==> config.mk <==
export PLATFORM = sky130hd
export DESIGN_NAME = pc_unit
export DESIGN_NICKNAME = d
export VERILOG_FILES = /design/src/rtl/pc_unit.sv
export SDC_FILE = /design/constraint.sdc
export NUM_CORES = 1
export LEC_CHECK = 0
export ABC_AREA = 1
export ABC_CLOCK_PERIOD_IN_PS = 5200
export BUFFER_PORTS_ARGS = -buffer_cell sky130_fd_sc_hd__buf_2
export CORE_MARGIN = 4
export CORE_UTILIZATION = 63
export CTS_CLUSTER_SIZE = 20
export DETAILED_ROUTE_END_ITERATION = 16
export GPL_ROUTABILITY_DRIVEN = 0
export GPL_TIMING_DRIVEN = 0
export PLACE_DENSITY = 0.88
export SYNTH_ARGS = -nofsm -noshare
export SYNTH_HDL_FRONTEND = slang
export SYNTH_SLANG_ARGS = --single-unit
==> constraint.sdc <==
create_clock -name clk_1 -period 5.2 [get_ports clk_1]
set_input_delay 0.78 -clock clk_1 [delete_from_list [all_inputs] [get_ports clk_1]]
set_output_delay 0.78 -clock clk_1 [all_outputs]
set_load 0.02 [all_outputs]
==> src/rtl/pc_unit.sv <==
// pc_unit: program counter for the 6502-compatible core.
// Supports hold, increment, two-byte absolute jump, byte-wise stack loads,
// and signed relative branches. A branch that carries or borrows out of the
// low byte takes one extra fix-up cycle to adjust the high byte.
//
// Ports:
//   clk_1       in   1  system clock, all state updates on posedge
//   rst         in   1  asynchronous active-high reset
//   pc_op       in   3  operation select, sampled while not busy
//   data_bus    in   8  jump byte, stack byte, or branch offset
//   pc_out      out 16  registered program counter (feeds the address buffer)
//   busy        out  1  high during the branch fix-up cycle
//   page_cross  out  1  high for exactly the fix-up cycle of a page-crossing branch
module pc_unit #(
   parameter logic [15:0] RESET_PC = 16'hFFFC
) (
   input  logic        clk_1,
   input  logic        rst,
   input  logic [2:0]  pc_op,
   input  logic [7:0]  data_bus,
   output logic [15:0] pc_out,
   output logic        busy,
   output logic        page_cross
);

   localparam int unsigned PC_W   = 16;
   localparam int unsigned BYTE_W = 8;

   localparam logic [2:0] OP_HOLD     = 3'd0;
   localparam logic [2:0] OP_INC      = 3'd1;
   localparam logic [2:0] OP_LATCH_LO = 3'd2;
   localparam logic [2:0] OP_JUMP     = 3'd3;
   localparam logic [2:0] OP_BRANCH   = 3'd4;
   localparam logic [2:0] OP_SET_LO   = 3'd5;
   localparam logic [2:0] OP_SET_HI   = 3'd6;

   typedef enum logic [0:0] {
      S_IDLE  = 1'b0,
      S_FIXUP = 1'b1
   } state_t;

   state_t              state_q, state_d;
   logic [PC_W-1:0]     pc_q, pc_d;
   logic [BYTE_W-1:0]   temp_lo_q, temp_lo_d;
   logic                dir_q, dir_d;        // 1: high byte decrements in fix-up
   logic                busy_q, busy_d;
   logic                page_cross_q, page_cross_d;
   logic [BYTE_W:0]     sum;

   // State and datapath registers
   always_ff @(posedge clk_1 or posedge rst) begin
      if (rst) begin
         state_q      <= S_IDLE;
         pc_q         <= RESET_PC;
         temp_lo_q    <= '0;
         dir_q        <= 1'b0;
         busy_q       <= 1'b0;
         page_cross_q <= 1'b0;
      end else begin
         state_q      <= state_d;
         pc_q         <= pc_d;
         temp_lo_q    <= temp_lo_d;
         dir_q        <= dir_d;
         busy_q       <= busy_d;
         page_cross_q <= page_cross_d;
      end
   end

   // Next-state and datapath update
   always_comb begin
      state_d   = state_q;
      pc_d      = pc_q;
      temp_lo_d = temp_lo_q;
      dir_d     = dir_q;
      // Unsigned low-byte add; carry-out versus offset sign decides the fix-up
      sum       = {1'b0, pc_q[7:0]} + {1'b0, data_bus};

      unique case (state_q)
         S_IDLE: begin
            case (pc_op)
               OP_INC:      pc_d = pc_q + PC_W'(1);
               OP_LATCH_LO: temp_lo_d = data_bus;
               OP_JUMP:     pc_d = {data_bus, temp_lo_q};
               OP_BRANCH: begin
                  pc_d[7:0] = sum[7:0];
                  if (!data_bus[7] && sum[8]) begin
                     state_d = S_FIXUP;
                     dir_d   = 1'b0;
                  end else if (data_bus[7] && !sum[8]) begin
                     state_d = S_FIXUP;
                     dir_d   = 1'b1;
                  end
               end
               OP_SET_LO:   pc_d[7:0]  = data_bus;
               OP_SET_HI:   pc_d[15:8] = data_bus;
               default:     pc_d = pc_q;   // HOLD and reserved op 7
            endcase
         end
         S_FIXUP: begin
            pc_d[15:8] = dir_q ? (pc_q[15:8] - BYTE_W'(1)) : (pc_q[15:8] + BYTE_W'(1));
            state_d    = S_IDLE;
         end
         default: state_d = S_IDLE;
      endcase

      busy_d       = (state_d == S_FIXUP);
      page_cross_d = (state_d == S_FIXUP);
   end

   assign pc_out     = pc_q;
   assign busy       = busy_q;
   assign page_cross = page_cross_q;

endmodule

# Word level (Yosys, flattened, before mapping)
# Index checks and enable logic that the tools add are counted.
# classes
n_addsub	4
n_reduce_logical	10
mux	10
eq_ne	7
bitwise_logic	1
# op_table
op	count
one-hot mux 8 bit (2 select lines)	2
one-hot mux 8 bit (4 select lines)	1
adder 16 x 1 -> 16 bit (second input constant)	1
adder 8 x 8 -> 9 bit	1
equality test 3 bit (second input constant)	3
adder 8 x 1 -> 8 bit (second input constant)	1
two-way mux 8 bit	1
subtractor 8 x 1 -> 8 bit (second input constant)	1
equality test 3 x 2 -> 1 bit (second input constant)	2
two-way mux 1 bit	5
AND reduction 2 bit	2
nonzero test 4 bit	1
equality test 3 x 1 -> 1 bit (second input constant)	1
!= test 3 x 2 -> 1 bit (second input constant)	1
AND reduction 3 bit	1
logical AND 1 bit	2
zero test 1 bit	2
one-hot mux 1 bit (2 select lines)	1
nonzero test 2 bit	1
OR reduction 2 bit	1
inverter 1 bit	1
# totals
register_bits	26
wordCells	37
out_inout_bits	18
inputBits	13

# Logic depth before layout (Yosys ltp)
# logic_depth
word_depth	7
mapped_depth	13

# Least setup slack after synthesis
# No wires, ideal clock.
# synth_path
kind	input port to flip-flop
start	input port data_bus[0]
end	register dir_q
cell_stages	13
slack_ns	2.582
required_ns	5.074
t_arrival_ns	2.492
cell_sequence	ha_1 -> inv_1 -> fa_1 -> o21ai_0 -> nand2_1 -> a21oi_1 -> nor2_1 -> o21bai_1 -> ha_1 -> nor2_1 -> nand2_1 -> nand2_1 -> o21ai_0
# synth_via
elab_chain_cells	5
word_cells_on_any_way	7
cone_classes	add/sub: 1; mux: 1; reduce/logical: 5
# synth_lines
element	line_no	source
start, declared	20	input logic [7:0] data_bus,
adder 8 x 8 -> 9 bit *	76	sum = {1'b0, pc_q[7:0]} + {1'b0, data_bus};
zero test 1 bit	89	end else if (data_bus[7] && !sum[8]) begin
logical AND 1 bit	89	
nonzero test 2 bit (no line)	-	
AND reduction 3 bit (no line)	-	
end signal, assigned	63	dir_q <= dir_d;
end, declared	45	logic dir_q, dir_d;
# Mark *: on every way between the ends. The rest lies on a longest branch, timed or not.
# A chain may end at the register's enable or synchronous reset.

# Worst setup path in the final report
# Ends and elaborated chain as after synthesis.

==> summary.md <==
The hold violation count in the final report was 0. Timing analysis after detailed placement gives a worst setup slack of 2.097 ns. The setup TNS after final layout is 0 ns. The proportion of total power due to net switching was 0.4927; the H-tree depth was 1.

Setup violations remaining at the end of the flow were counted as 0. The tools report the worst slew margin relative to its limit as 0.3191. Yosys instantiated no cell more often than nand2_1. The final worst clock skew is 0.005198 ns. The worst path meets setup with 2.329 ns of slack. The logs give 22 for the number of rows in the core area and 0.2797 mV for the worst vdd rail ir drop. Biggest area consumer among synthesized cells: nand2_1.

In this run the count of I/O pins placed on the die edge is 31. The first global-routing pass estimated 11,370 um of wire. The starting density of the core came out at 0.6636. The DRC violation count after routing is 0.

The total die area was 4979 um^2; the average instance area after synthesis was 6.356 um^2. The achievable clock frequency is 348.3 MHz. Post-layout minimum cycle time: 2.871 ns.

The x dimension of the die is 70.57 um, and the initial antenna violation count is 0. In this run the post-CTS setup repair buffer count came out at 0. The run finished with clean final reports. Category of the worst setup path launch point: an input pin.

The share of Yosys cell area claimed by the top area cell type was 0.1705; the net switching power of the design was 666.1 uW. The tree is rooted in a clkbuf_8. The sequential share of power is 0.298, and the critical-path maximum fanout is 3.

The data required time of the critical path was 5.37 ns. The tools report the max capacitance violation total as 0. The run gives 0 as the total congestion overflow. The run gives 2,455 as the via count of the first global-routing pass. By area the synthesized netlist is led by nand2_1, dfstp_2, dfrtp_1.

Once detail routing completed, the nets flagged for antenna violations numbered 0. The number of gates resized after CTS was 0. The critical path class was in2reg.

For this block, the initial DRC count from the detailed router was 280. The quantity of I/O buffers inserted on ports was 29; the signed area change from the synthesized netlist to the final layout was 11.21%. The internal portion of the total power is 685.7 uW. Share of cells above drive strength 1: 0.1496. The tools report the cell count after placement as 465. The detailed router placed 2,704 vias in this run.

The placeable core region came out at 3716 um^2. The worst endpoint data arrival time came out at 3.04 ns. The fraction of synthesis flops using an asynchronous set or reset pin is 1.000, and the ratio of total power to cell area is 492.9 nW/um^2. The first detailed-routing pass ran for 5 iterations. Buffers inserted to repair hold after CTS numbered 0.

For the part of the Yosys area used for sequential elements, the log shows 0.2709. The tightest min-delay check is of the reg2reg type. In this run, synthesis produced a sequential element count of 26. The cell count after synthesis came out at 388.

The worst setup path is captured at a register. The run gives 0 as the number of slew-limit violations in the final report. The commonest cells after synthesis are nand2_1, inv_1, nand3_1. The total of fill cells in the finished design was 317; the number of distinct library cell variants in the gate-level netlist after synthesis was 34. The period utilization came out at 0.5522. The run gives 419 as the net count after synthesis. Sum of routed wire length over all layers: 6695 um. The most used flip-flop cell after synthesis was dfstp_2. Entering global routing, the biggest net connects 27 pins. Dividing the detail-routed wire length by the instance count gives 14.28 um. The run gives 0.129 as the fraction of power consumed by the clock network.

TritonCTS built the clock tree. The synthesized design contains 0 enable-type register cells. Setup repair after global routing left no endpoint under its margin. The final instance count without filler cells is 469, and the clock transition time at the flip-flop clock pins of the worst setup and hold paths is 0.10 ns. The logs give 0 for the number of warnings reported in the yosys synthesis log and 0.2785 for the aggregate global-route resource usage. The cell area that synthesis handed to floorplanning was 2466 um^2. For this design the static power due to leakage is 0.001501 uW.

The tools report the CTS buffer count as 3. The number of antenna diodes in the final layout is 0. The clock drives 26 sinks. Using the TritonRoute via totals, the vias-per-cell ratio works out to 5.765. The logs give 0.573 for the combinational power share and 5127 um for the HPWL reported at the end of detailed placement. Number of buffers on the longest clock path: 2. For the net total in the final layout, the log shows 453.

The die outline height came out at 70.57 um. At the pin with the least slew margin, the transition time is 1.020 ns. Clock latency on the worst-skew pair, taken at its later pin, is 0.28 ns.
==> logic make-up (layout without fill, tap and decap cells) <==
group / Yosys count / count (layout) / synth area share
AOI/OAI and AO/OA: 62 / 62 / 0.1385
and+or+nand+nor: 205 / 205 / 0.3516
DFF: 26 / 26 / 0.2709
buffers and inverters: 69 / 102 / 0.1131
adders and majority gates: 18 / 18 / 0.09741
xor gates and xnor gates: 8 / 8 / 0.02841
==> layer usage <==
metal,up-vias,track usage,routed length (um)
met1,1253,0.3966,2918
li1,1326,-,-
met2,111,0.4418,3161
met3,14,0.03977,516
met5,-,0,0
met4,0,0.08351,98
==> stage by stage <==
| stage | power (uW) | instance area [um^2] | hold WS (ns) | utilization |
|---|---|---|---|---|
| global placement | 1131 | 2671 | 0.4673 | 0.7189 |
| finish | 1352 | 2743 | 0.5020 | 0.7380 |
| global route | 1486 | 2743 | 0.5257 | 0.7380 |
| detailed placement | 1163 | 2671 | 0.4740 | 0.7189 |
| CTS | 1344 | 2743 | 0.4991 | 0.7380 |
| floorplan | 964.5 | 2466 | 0.4533 | - |
==> state kept, by name (all words and copies together) (netlist names) <==
signal,count
dir_q,1
page_cross,1
pc_out,16
temp_lo_q,8
==> path summary, 6_finish.rpt <==
| check | start | endpoint | slack (ns) | cells past startpoint |
|---|---|---|---|---|
| setup / recovery | data_bus[0] | dir_q | 2.33 | 14 |
| hold / removal | temp_lo_q[3] | temp_lo_q[3] | 0.50 | 2 |
| setup reg to reg | pc_out[0] | dir_q | 2.38 | 13 |
| hold reg to reg | temp_lo_q[3] | temp_lo_q[3] | 0.50 | 2 |
| max in group asynchronous | rst | temp_lo_q[6] | 3.86 | 2 |
| min in group asynchronous | rst | pc_out[0] | 0.73 | 2 |
==> critical path, cell delays in order <==
cell and delay, ns:
buf_2 0.09, ha_1 0.18, inv_1 0.07, fa_1 0.44, o21ai_0 0.28, nand2_1 0.12, a21oi_1 0.19, nor2_1 0.06
o21bai_1 0.22, ha_1 0.28, nor2_1 0.08, nand2_1 0.10, nand2_1 0.08, o21ai_0 0.07
==> power by group through the flow <==
| stage | clock network, uW | logic, uW | registers, uW |
|---|---|---|---|
| 3_3_place_gp | 0 | 730 | 401 |
| 4_1_cts | 176 | 768 | 400 |
| 6_report | 175 | 775 | 402 |
| 2_1_floorplan | 0 | 530 | 434 |
| 5_1_grt | 187 | 882 | 416 |
| 3_5_place_dp | 0 | 759 | 404 |
==> layout make-up <==
cell class,instances,area (um^2),share of cell area
clock inverter,1,30.03,0.01095
tap,48,60.06,0.02190
sequential,26,668.1,0.2436
clock buffer,3,41.29,0.01505
buffer,7,43.79,0.01597
inverter,62,235.2,0.08577
timing repair buffer,29,145.1,0.05292
multi-input combinational,293,1519,0.5538
==> cell usage in the layout (no fill, tap or decap), types with 3 or more instances in the layout <==
master | netlist | layout
inv_1 | 58 | 58
nand4_1 | 7 | 7
nor2_1 | 38 | 38
ha_1 | 16 | 16
a21oi_1 | 23 | 23
inv_2 | 3 | 3
clkbuf_8 | 0 | 3
nand2_1 | 112 | 112
dfstp_2 | 14 | 14
nand3_1 | 41 | 41
xnor2_1 | 4 | 4
buf_2 | 2 | 31
o21ai_0 | 25 | 25
dfrtp_1 | 12 | 12
xor2_1 | 4 | 4
o211ai_1 | 3 | 3
Power figures use the tool's default switching activity.
